[src/rtl/riscv_i32_pipeline_fetch_sequencer_pkg.sv]
// Shared definitions for the i32 fetch sequencer: fetch action encodings,
// privilege mode constants, sequencer state enum and the RUN-state action rule.
package riscv_i32_pipeline_fetch_sequencer_pkg;

  // Encodings seen by the fetch-request builder on the fetch_action field.
  // NEXT_NONSEQ is part of the builder's vocabulary but is not issued here.
  typedef enum logic [2:0] {
    ACT_IDLE_FLUSH  = 3'd0,
    ACT_HOLD        = 3'd1,
    ACT_RESTART     = 3'd2,
    ACT_NEXT_NONSEQ = 3'd3,
    ACT_NEXT        = 3'd4
  } fetch_action_e;

  localparam logic [2:0] MODE_MACHINE = 3'd3;
  localparam logic [2:0] MODE_DEBUG   = 3'd7;

  typedef enum logic [2:0] {
    ST_START    = 3'd0,
    ST_RESTART  = 3'd1,
    ST_RUN      = 3'd2,
    ST_HALTING  = 3'd3,
    ST_HALTED   = 3'd4
  } seq_state_e;

  // Steady-state action: advance only when an instruction is present and
  // decode takes it without a hazard; otherwise keep the fetch stream parked.
  function automatic fetch_action_e run_action(input logic ifetch_valid,
                                               input logic decode_accept,
                                               input logic decode_blocked);
    if (ifetch_valid && decode_accept && !decode_blocked) return ACT_NEXT;
    return ACT_HOLD;
  endfunction

endpackage

[src/rtl/riscv_i32_pipeline_fetch_sequencer_if.sv]
// Bundle of the sequencer's pipeline-side inputs and fetch-control outputs.
//
// Handshake semantics: ifetch_valid means an instruction for decode_pc is
// present this cycle; decode_accept means decode consumed it in the same
// cycle; decode_blocked vetoes consumption. exec_redirect, trap_valid and
// dbg_resume_req are single-cycle strobes; dbg_halt_req is a level. All
// outputs are registered: an input seen at cycle N shows up at cycle N+1.
interface riscv_i32_pipeline_fetch_sequencer_if;
  import riscv_i32_pipeline_fetch_sequencer_pkg::*;

  logic        ifetch_valid;
  logic        decode_accept;
  logic        decode_blocked;
  logic        exec_redirect;
  logic [31:0] exec_redirect_pc;
  logic        trap_valid;
  logic [31:0] trap_pc;
  logic [2:0]  trap_to_mode;
  logic        dbg_halt_req;
  logic        dbg_resume_req;
  logic [31:0] dbg_resume_pc;

  logic [2:0]  fetch_action;
  logic [31:0] decode_pc;
  logic [2:0]  mode;
  logic [1:0]  tag;
  logic        halted;
  seq_state_e  seq_state;

  // Pipeline / testbench side.
  modport master (
    output ifetch_valid, decode_accept, decode_blocked,
    output exec_redirect, exec_redirect_pc,
    output trap_valid, trap_pc, trap_to_mode,
    output dbg_halt_req, dbg_resume_req, dbg_resume_pc,
    input  fetch_action, decode_pc, mode, tag, halted, seq_state
  );

  // Sequencer side.
  modport slave (
    input  ifetch_valid, decode_accept, decode_blocked,
    input  exec_redirect, exec_redirect_pc,
    input  trap_valid, trap_pc, trap_to_mode,
    input  dbg_halt_req, dbg_resume_req, dbg_resume_pc,
    output fetch_action, decode_pc, mode, tag, halted, seq_state
  );

endinterface

[src/rtl/riscv_i32_fetch_start_counter.sv]
// Reset start-up countdown: loads RESET_DELAY on reset, counts down while the
// sequencer sits in START, and flags the cycle whose edge reaches zero.
module riscv_i32_fetch_start_counter #(
  parameter int unsigned RESET_DELAY = 4
) (
  input  logic clk,
  input  logic reset,
  input  logic en,
  output logic expire
);

  logic [3:0] count;

  // Countdown register; parks at zero once the start-up window is over.
  always_ff @(posedge clk or posedge reset) begin
    if (reset) begin
      count <= 4'(RESET_DELAY);
    end else if (en && (count != 4'd0)) begin
      count <= count - 4'd1;
    end
  end

  // The edge that takes the count from 1 to 0 is the edge that leaves START.
  assign expire = en && (count == 4'd1);

endmodule

[src/rtl/riscv_i32_pipeline_fetch_sequencer.sv]
// Fetch sequencer for the i32 pipeline: picks the per-cycle fetch action and
// owns decode_pc, privilege mode and the 2-bit fetch epoch tag.
// Optional feature macro: RISCV_FETCH_SEQ_DEBUG_EN (debug halt/resume, mode 7).
module riscv_i32_pipeline_fetch_sequencer
  import riscv_i32_pipeline_fetch_sequencer_pkg::*;
#(
  parameter logic [31:0] RESET_VECTOR = 32'h0,
  parameter int unsigned RESET_DELAY  = 4
) (
  input logic clk,
  input logic reset,
  riscv_i32_pipeline_fetch_sequencer_if.slave bus
);

  seq_state_e    state_q, state_d;
  fetch_action_e action_q, action_d;
  logic [31:0]   pc_q, pc_d;
  logic [2:0]    mode_q, mode_d;
  logic [1:0]    tag_q, tag_d;
  logic          start_done;

`ifdef RISCV_FETCH_SEQ_DEBUG_EN
  logic          halted_q, halted_d;
  logic [2:0]    saved_mode_q, saved_mode_d;
`else
  logic          unused_dbg;
  assign unused_dbg = ^{bus.dbg_halt_req, bus.dbg_resume_req, bus.dbg_resume_pc};
`endif

  riscv_i32_fetch_start_counter #(
    .RESET_DELAY (RESET_DELAY)
  ) u_start_counter (
    .clk    (clk),
    .reset  (reset),
    .en     (state_q == ST_START),
    .expire (start_done)
  );

  // Next-state and next-output decision; priority trap > redirect > halt > run.
  // decode_pc only moves on restarts: the builder tracks sequential PCs.
  always_comb begin
    state_d  = state_q;
    action_d = ACT_IDLE_FLUSH;
    pc_d     = pc_q;
    mode_d   = mode_q;
    tag_d    = tag_q;
`ifdef RISCV_FETCH_SEQ_DEBUG_EN
    halted_d     = halted_q;
    saved_mode_d = saved_mode_q;
`endif
    unique case (state_q)
      ST_START: begin
        if (start_done) begin
          state_d  = ST_RESTART;
          action_d = ACT_RESTART;
          pc_d     = RESET_VECTOR;
          mode_d   = MODE_MACHINE;
        end
      end
`ifdef RISCV_FETCH_SEQ_DEBUG_EN
      ST_HALTED: begin
        // Redirects and traps are meaningless while the core is parked.
        if (bus.dbg_resume_req) begin
          state_d  = ST_RESTART;
          action_d = ACT_RESTART;
          pc_d     = bus.dbg_resume_pc;
          mode_d   = saved_mode_q;
          tag_d    = tag_q + 2'd1;
          halted_d = 1'b0;
        end
      end
`endif
      default: begin
        // RESTART, RUN and HALTING all honour traps and redirects first.
        if (bus.trap_valid) begin
          state_d  = ST_RESTART;
          action_d = ACT_RESTART;
          pc_d     = bus.trap_pc;
          mode_d   = bus.trap_to_mode;
          tag_d    = tag_q + 2'd1;
        end else if (bus.exec_redirect) begin
          state_d  = ST_RESTART;
          action_d = ACT_RESTART;
          pc_d     = bus.exec_redirect_pc;
          tag_d    = tag_q + 2'd1;
        end
`ifdef RISCV_FETCH_SEQ_DEBUG_EN
        else if (state_q == ST_HALTING) begin
          // Keep flushing until decode has nothing left in flight.
          if (!bus.decode_accept) begin
            state_d      = ST_HALTED;
            saved_mode_d = mode_q;
            mode_d       = MODE_DEBUG;
            halted_d     = 1'b1;
          end
        end else if (bus.dbg_halt_req) begin
          state_d = ST_HALTING;
        end
`endif
        else begin
          state_d  = ST_RUN;
          action_d = run_action(bus.ifetch_valid, bus.decode_accept, bus.decode_blocked);
        end
      end
    endcase
  end

  // State and output registers; reset restores the start-up values at once.
  always_ff @(posedge clk or posedge reset) begin
    if (reset) begin
      state_q  <= ST_START;
      action_q <= ACT_IDLE_FLUSH;
      pc_q     <= RESET_VECTOR;
      mode_q   <= MODE_MACHINE;
      tag_q    <= 2'd0;
    end else begin
      state_q  <= state_d;
      action_q <= action_d;
      pc_q     <= pc_d;
      mode_q   <= mode_d;
      tag_q    <= tag_d;
    end
  end

`ifdef RISCV_FETCH_SEQ_DEBUG_EN
  // Debug-only state: halted flag and the mode to restore on resume.
  always_ff @(posedge clk or posedge reset) begin
    if (reset) begin
      halted_q     <= 1'b0;
      saved_mode_q <= MODE_MACHINE;
    end else begin
      halted_q     <= halted_d;
      saved_mode_q <= saved_mode_d;
    end
  end
  assign bus.halted = halted_q;
`else
  assign bus.halted = 1'b0;
`endif

  assign bus.fetch_action = action_q;
  assign bus.decode_pc    = pc_q;
  assign bus.mode         = mode_q;
  assign bus.tag          = tag_q;
  assign bus.seq_state    = state_q;

endmodule

[src/flat_wrapper.sv]
// flat-port wrapper written by rule: the top's interface ports become plain ports
module riscv_i32_pipeline_fetch_sequencer_flat import riscv_i32_pipeline_fetch_sequencer_pkg::*;
#(
  parameter logic [31:0] RESET_VECTOR = 32'h0,
  parameter int unsigned RESET_DELAY  = 4
)
  (clk, reset, bus_ifetch_valid, bus_decode_accept, bus_decode_blocked, bus_exec_redirect, bus_exec_redirect_pc, bus_trap_valid, bus_trap_pc, bus_trap_to_mode, bus_dbg_halt_req, bus_dbg_resume_req, bus_dbg_resume_pc, bus_fetch_action, bus_decode_pc, bus_mode, bus_tag, bus_halted, bus_seq_state);
  riscv_i32_pipeline_fetch_sequencer_if bus_i ();
  input logic clk;
  input logic reset;
  input wire logic [$bits(bus_i.ifetch_valid)-1:0] bus_ifetch_valid;
  input wire logic [$bits(bus_i.decode_accept)-1:0] bus_decode_accept;
  input wire logic [$bits(bus_i.decode_blocked)-1:0] bus_decode_blocked;
  input wire logic [$bits(bus_i.exec_redirect)-1:0] bus_exec_redirect;
  input wire logic [$bits(bus_i.exec_redirect_pc)-1:0] bus_exec_redirect_pc;
  input wire logic [$bits(bus_i.trap_valid)-1:0] bus_trap_valid;
  input wire logic [$bits(bus_i.trap_pc)-1:0] bus_trap_pc;
  input wire logic [$bits(bus_i.trap_to_mode)-1:0] bus_trap_to_mode;
  input wire logic [$bits(bus_i.dbg_halt_req)-1:0] bus_dbg_halt_req;
  input wire logic [$bits(bus_i.dbg_resume_req)-1:0] bus_dbg_resume_req;
  input wire logic [$bits(bus_i.dbg_resume_pc)-1:0] bus_dbg_resume_pc;
  output wire logic [$bits(bus_i.fetch_action)-1:0] bus_fetch_action;
  output wire logic [$bits(bus_i.decode_pc)-1:0] bus_decode_pc;
  output wire logic [$bits(bus_i.mode)-1:0] bus_mode;
  output wire logic [$bits(bus_i.tag)-1:0] bus_tag;
  output wire logic [$bits(bus_i.halted)-1:0] bus_halted;
  output wire logic [$bits(bus_i.seq_state)-1:0] bus_seq_state;
  assign bus_i.ifetch_valid = bus_ifetch_valid;
  assign bus_i.decode_accept = bus_decode_accept;
  assign bus_i.decode_blocked = bus_decode_blocked;
  assign bus_i.exec_redirect = bus_exec_redirect;
  assign bus_i.exec_redirect_pc = bus_exec_redirect_pc;
  assign bus_i.trap_valid = bus_trap_valid;
  assign bus_i.trap_pc = bus_trap_pc;
  assign bus_i.trap_to_mode = bus_trap_to_mode;
  assign bus_i.dbg_halt_req = bus_dbg_halt_req;
  assign bus_i.dbg_resume_req = bus_dbg_resume_req;
  assign bus_i.dbg_resume_pc = bus_dbg_resume_pc;
  assign bus_fetch_action = bus_i.fetch_action;
  assign bus_decode_pc = bus_i.decode_pc;
  assign bus_mode = bus_i.mode;
  assign bus_tag = bus_i.tag;
  assign bus_halted = bus_i.halted;
  assign bus_seq_state = bus_i.seq_state;
  riscv_i32_pipeline_fetch_sequencer #(.RESET_VECTOR(RESET_VECTOR), .RESET_DELAY(RESET_DELAY)) u_core (.clk(clk), .reset(reset), .bus(bus_i));
endmodule
[config.mk]
export PLATFORM = sky130hd
export DESIGN_NAME = riscv_i32_pipeline_fetch_sequencer_flat
export DESIGN_NICKNAME = d
export VERILOG_FILES = /design/src/rtl/riscv_i32_pipeline_fetch_sequencer_pkg.sv /design/src/rtl/riscv_i32_pipeline_fetch_sequencer_if.sv /design/src/rtl/riscv_i32_fetch_start_counter.sv /design/src/rtl/riscv_i32_pipeline_fetch_sequencer.sv /design/src/flat_wrapper.sv
export SDC_FILE = /design/constraint.sdc
export NUM_CORES = 1
export LEC_CHECK = 0
export CELL_PAD_IN_SITES_DETAIL_PLACEMENT = 0
export CELL_PAD_IN_SITES_GLOBAL_PLACEMENT = 1
export CORE_ASPECT_RATIO = 1.2
export CORE_MARGIN = 10
export CORE_UTILIZATION = 22
export DETAILED_ROUTE_END_ITERATION = 8
export GPL_TIMING_DRIVEN = 1
export PLACE_DENSITY = 0.71
export SLEW_MARGIN = 10
export SYNTH_ARGS = -nofsm -noshare
export SYNTH_HDL_FRONTEND = slang
export SYNTH_SLANG_ARGS = --single-unit
[constraint.sdc]
create_clock -name clk -period 1.36 [get_ports clk]
set_input_delay 0.204 -clock clk [delete_from_list [all_inputs] [get_ports clk]]
set_output_delay 0.204 -clock clk [all_outputs]
set_load 0.01 [all_outputs]
### After elaboration in Yosys (flattened, before gate mapping)

Index checks and enable logic that the tools add are counted.

| cells by class | value |
|---|---|
| muxes and demuxes | 23 |
| equal/unequal tests | 2 |
| bitwise operators | 1 |
| reduce and logical (&&, ||, !) cells | 13 |
| add/subtract/negate cells | 2 |

Operators with widths:

| kind | number |
|---|---|
| 2-to-1 mux 32 bit | 4 |
| 2-to-1 mux 3 bit | 11 |
| 2-to-1 mux 2 bit | 4 |
| AND reduction 2 bit | 3 |
| equality test 4 x 1 -> 1 bit (second input constant) | 1 |
| logical AND 1 bit | 4 |
| 2-to-1 mux 1 bit | 4 |
| nonzero test 2 bit | 2 |
| nonzero test 4 bit | 1 |
| subtractor 4 x 1 -> 4 bit (second input constant) | 1 |
| zero test 3 bit | 1 |
| nonzero test 3 bit | 1 |
| adder 2 x 1 -> 2 bit (second input constant) | 1 |
| != test 2 x 1 -> 1 bit (second input constant) | 1 |
| zero test 1 bit | 1 |
| NOT 1 bit | 1 |

| word-level totals | value |
|---|---|
| output and inout bits | 44 |
| bits of input ports | 108 |
| logic and storage cells | 47 |
| flip-flop bits (word level) | 47 |

### Depth between registers and ports, before layout

| logic depth | value |
|---|---|
| depth in word-level cells | 10 |
| depth in mapped cells | 6 |
| gate-level depth less buffers | 5 |

### By module

From an unflattened synthesis, not the netlist that was laid out.

| unflattened totals | value |
|---|---|
| cell total of the unflattened synthesis | 201 |
| area, all modules | 2,268.4 um2 |

Modules (own cells, without submodules):

| module | cells an instance | instances | area an instance (um2) | seq. area each (um2) |
|---|---|---|---|---|
| riscv_i32_pipeline_fetch_sequencer | 179 | 1 | 2,043.2 | 1,053.5 |
| riscv_i32_fetch_start_counter | 22 | 1 | 225.2 | 101.3 |

### Worst setup path after synthesis

OpenSTA, ideal clock, no wires.

| timing | value |
|---|---|
| path kind | register to register |
| start | register u_core.u_start_counter.count[1] |
| end | register u_core.pc_q[15] (netlist: u_core.bus.decode_pc[15]) |
| setup time | 0.121 ns |
| slack | -0.099 ns |
| arrival | 1.339 ns |
| required time | 1.239 ns |
| clock period less this slack | 1.459 ns |
| cell stages (with the launch flop) | 7 |
| path buffers | 1 |
| cell sequence | dfrtp_1 inv_1 ha_1 nor3b_2 mux2i_4 buf_6 a22o_1 |

| between the ends | value |
|---|---|
| longest elaborated chain between the ends | 4 |

Ends and longest elaborated chain:

| item | line | text |
|---|---|---|
| start: declaration | riscv_i32_fetch_start_counter.sv:12 | `logic [3:0] count;` |
| start signal: assignment | riscv_i32_fetch_start_counter.sv:17 | `count <= 4'(RESET_DELAY);` |
| start signal: assignment | riscv_i32_fetch_start_counter.sv:19 | `count <= count - 4'd1;` |
| equality test 4 x 1 -> 1 bit | riscv_i32_fetch_start_counter.sv:24 | `assign expire = en && (count == 4'd1);` |
| logical AND 1 bit | riscv_i32_fetch_start_counter.sv:24 |  |
| != test 2 x 1 -> 1 bit (no line) | - |  |
| AND reduction 2 bit (no line) | - |  |
| end signal: assignment | riscv_i32_pipeline_fetch_sequencer.sv:119 | `pc_q <= pc_d;` |
| end: declaration | riscv_i32_pipeline_fetch_sequencer.sv:17 | `logic [31:0] pc_q, pc_d;` |

Every way passes these cells.
A chain may end at the register's enable or synchronous reset.

### Worst setup path after layout

| timing | value |
|---|---|
| start | register u_core.u_start_counter.count[1] |
| end | register u_core.pc_q[13] (netlist: u_core.bus.decode_pc[13]) |

The elaborated chain is that of the path after synthesis.

==> parameters.txt <==
Parameter                              Value

Status
  Outcome    finished, violations left
  Failing checks    negative setup slack

STA
  Worst Hold Slack    0.268 ns
  Highest clock rate    around 690 MHz
  Share of the cycle needed by the critical path after routing    107%
  Clock skew    0.00474 ns
  Final worst-path setup slack    -0.0952 ns
  Clock period minus final worst setup slack    1.46 ns
  Setup Viol. Count Final    31
  Final sum of negative setup slack    -2.08 ns
  Unrepaired setup endpoints after global routing    true
  Hold Violations, Final    0
  Final slew viol count    0

Power and ir drop
  PnR Total Power    5.81 mW
  Worst ir drop on vdd    0.000583 V
  Leakage power of the design    1.80 nW
  Power Density    ~1500 mW/mm2
  Switching fraction of total power    32.1%
  Internal power contribution    ~4 mW
  Sw power    roughly 1.9 mW
  Combinational group share of total power    41.2%
  Clock network power share    20.6%
  Portion of total power attributed to sequential cells    38.2%

Clocking
  CTS root buffer    sky130_fd_sc_hd__clkbuf_16
  Worst-Skew Late Latency    0.29 ns
  CTS Buf Count    5
  H-tree Lvls    2
  Clock tree from TritonCTS    built
  Clock sink count    46
  Number of hold buffers added after CTS    0
  CTS max path bufs    2
  Clock transition at the registers of the reported paths    0.06 ns

GRT
  Global-route met3 utilization    under 10%
  First-pass GRT wire length    around 12,000 um
  Maximum number of pins on one net before global-route repair    47
  Total global-route track usage    9.68%
  Number of antenna violations at the first check in global routing    0
  Met1 Resource Use GR    11.2%
  Top Usage Layer GRT    met2
  Number of global-route vias before repair    approximately 2,200
  GRT Residual Overflow    0
  Met2 Use GR    between 10% and 20%

Yosys
  Number of unique standard cell types used by synthesis    32
  Post-Syn Instances    230
  Multiplexer area fraction after synthesis    2.90%
  Post-synthesis sequential area ratio    51.4%
  Combinational family with the most area after synthesis    compound AO/OA/AOI/OAI gates
  Total number of yosys warnings    0
  Area contributors post-synth    sky130_fd_sc_hd__dfrtp_1, sky130_fd_sc_hd__a22o_1, sky130_fd_sc_hd__nand2_1
  Register bit total from synthesis    between 40 and 50
  Simple-gate portion of the synthesized area    14.6%
  Share of the synthesized netlist area taken by xor and xnor gates    1.17%
  Cell type with the largest total area after synthesis    sky130_fd_sc_hd__dfrtp_1
  Synth Cell Area    0.00225 mm2
  Synthesized-area fraction occupied by ao, oa, aoi and oai cells    21.8%
  Area fraction of the dominant cell type after synthesis    between 40% and 50%
  Post-Synthesis Mean Instance Area    9.77 um2
  Adder-cell share of the synthesized area    under 10%

Critical path
  Crit path launch    u_core.u_start_counter.count[1]
  Endpoint kind of the worst setup timing path    flop
  Top fanout value on the critical path    24
  Arr. time, crit path    1.63 ns
  Reg2Reg Launch Point    u_core.u_start_counter.count[1]
  Kind of critical path    flop to flop
  CP Data Required Time    1.54 ns
  Startpoint type of the worst setup path    flop

Die
  Die extent in y    approximately 130 um
  Top-level port count    152
  Core region area    0.0100 mm2
  Initial core utilization    between 20% and 30%
  Number of cell rows    40
  Die Footprint    0.0147 mm2
  Die outline width    around 110 um

Routing
  Remaining number of nets flagged by the antenna check after routing    0
  Vias per cell    4.20
  Vias post-DR    2,043
  Routed WL per cell    15.1 um
  Overall routed net length    7360 um
  Count of routing violations after the opening detailed-route iteration    64
  Length of the first detailed-routing pass in iterations    4
  Number of DRC violations after detailed routing    0

Placed design
  Total of buffers placed on input and output ports    115
  Final GP Congestion    ~0.68
  Worst setup slack after placement    -0.217 ns
  Post-DP HPWL    5580 um

Finish
  Signed area change from the synthesized netlist to the final layout    73.7%
  Final core occ    39.0%
  Layout Nets    470
  Ant diodes    0
  Ratio of cells with drive above 1 in the final layout    16.1%

Hold path
  Hold crit path type    primary input to async pin

Run
  Number of maximum-capacitance violations    0
## through the flow
stage	instances	instance area, um2
2_1_floorplan	231	2280
6_report	486	3900
3_3_place_gp	474	3670
3_5_place_dp	474	3670
5_1_grt	486	3900
4_1_cts	484	3790
## flip-flops by register name, summed over array words and instances (netlist names)
| register | count |
|---|---|
| u_core.bus.decode_pc | 32 |
| u_core.bus.fetch_action | 3 |
| u_core.bus.mode | 3 |
| u_core.bus.seq_state | 2 |
| u_core.bus.tag | 2 |
| u_core.u_start_counter.count | 4 |
## power groups by stage
stage                     combinational [mW]  sequential [mW]  clock [mW]
after detailed placement                2.72             2.23           0
after global placement                  2.70             2.22           0
after floorplan                        0.818             2.49           0
final                                   2.39             2.22        1.20
after CTS                               2.35             2.21        1.25
after global routing                    2.61             2.29        1.32
## cells in the mapped netlist
cell                        instances
sky130_fd_sc_hd__clkbuf_1           9
sky130_fd_sc_hd__nor2b_1            1
sky130_fd_sc_hd__inv_1              8
sky130_fd_sc_hd__nor2_8             1
sky130_fd_sc_hd__buf_4              3
sky130_fd_sc_hd__buf_6              3
sky130_fd_sc_hd__xnor2_1            3
sky130_fd_sc_hd__mux2_1             1
sky130_fd_sc_hd__o2bb2ai_1          2
sky130_fd_sc_hd__dfrtp_1           43
sky130_fd_sc_hd__nand3_1            1
sky130_fd_sc_hd__nor4_2             1
sky130_fd_sc_hd__nor3b_2            1
sky130_fd_sc_hd__a32o_1             1
sky130_fd_sc_hd__ha_1               3
sky130_fd_sc_hd__buf_2              4
sky130_fd_sc_hd__nand2_1           64
sky130_fd_sc_hd__mux2i_4            1
sky130_fd_sc_hd__conb_1             1
sky130_fd_sc_hd__or2_4              1
sky130_fd_sc_hd__nor4_1             1
sky130_fd_sc_hd__o21a_1             1
sky130_fd_sc_hd__a22o_1            30
sky130_fd_sc_hd__a2bb2oi_1          2
sky130_fd_sc_hd__or2_1              1
sky130_fd_sc_hd__mux2i_1            2
sky130_fd_sc_hd__dfstp_2            3
sky130_fd_sc_hd__a22oi_1            2
sky130_fd_sc_hd__mux2_2             1
sky130_fd_sc_hd__a21oi_1            2
sky130_fd_sc_hd__nor2_1             3
sky130_fd_sc_hd__o21ai_0           30
## layout make-up
cell class / count / area [um2]
Sequential cell: 46 / 1160
Clock inverter: 3 / 21.3
Clock buffer: 5 / 125
Fill cell: 1013 / 6110
Timing Repair Buffer: 140 / 1340
Tap cell: 126 / 158
Inverter: 8 / 30.0
Multi-Input combinational cell: 158 / 1070
## final timing paths
path | endpoint | slack, ns | cells after the start
setup / recovery | u_core.bus.decode_pc[13] | -0.1 | 6
hold / removal | u_core.bus.fetch_action[2] | 0.27 | 3
setup reg to reg | u_core.bus.decode_pc[13] | -0.1 | 6
hold reg to reg | u_core.bus.mode[1] | 0.46 | 2
max in group asynchronous | u_core.bus.mode[1] | 0.83 | 3
min in group clk | u_core.bus.seq_state[1] | 0.41 | 4
## timing repair
| item | CTS | global route |
|---|---|---|
| setup buffers | 1 | 6 |
| hold endpoints to repair | 0 | 0 |
| gates cloned | 1 | 0 |
| setup endpoints to repair | 77 | 41 |
| gates resized for setup | 46 | 16 |
| pin swaps | 2 | 4 |
## layout by cell type, fill, tap and decap left out, types with 4 or more instances in the layout
cell and n:
sky130_fd_sc_hd__clkdlybuf4s50_1 72, sky130_fd_sc_hd__nand2_1 64, sky130_fd_sc_hd__dlygate4sd2_1 41, sky130_fd_sc_hd__dfrtp_1 41
sky130_fd_sc_hd__o21ai_0 30, sky130_fd_sc_hd__a22o_1 30, sky130_fd_sc_hd__buf_4 19, sky130_fd_sc_hd__inv_1 5
sky130_fd_sc_hd__clkbuf_16 5, sky130_fd_sc_hd__buf_12 4
## logic make-up (layout without fill, tap and decap cells)
logic type      after synthesis  count (layout)
simple gates                 75              75
flops                        46              46
mux                           5               5
xor+xnor                      3               3
buf+inv                      27             156
compound gates               70              70
other cells                   1               2
fa+ha+maj                     3               3
## worst max-delay path: stages, from the launching register on
cell	delay, ns
sky130_fd_sc_hd__dfrtp_1	0.38
sky130_fd_sc_hd__inv_2	0.08
sky130_fd_sc_hd__ha_4	0.11
sky130_fd_sc_hd__nor3b_4	0.22
sky130_fd_sc_hd__mux2i_4	0.13
sky130_fd_sc_hd__buf_12	0.18
sky130_fd_sc_hd__a22o_1	0.23
## routing by layer
layer / vias up / share of wire [%]
met4: 0 / 0.87
met3: 6 / 7.2
li1: 1046 / -
met2: 75 / 50
met1: 916 / 42
met5: - / 0
No activity file was read; power rests on OpenSTA's default activity.
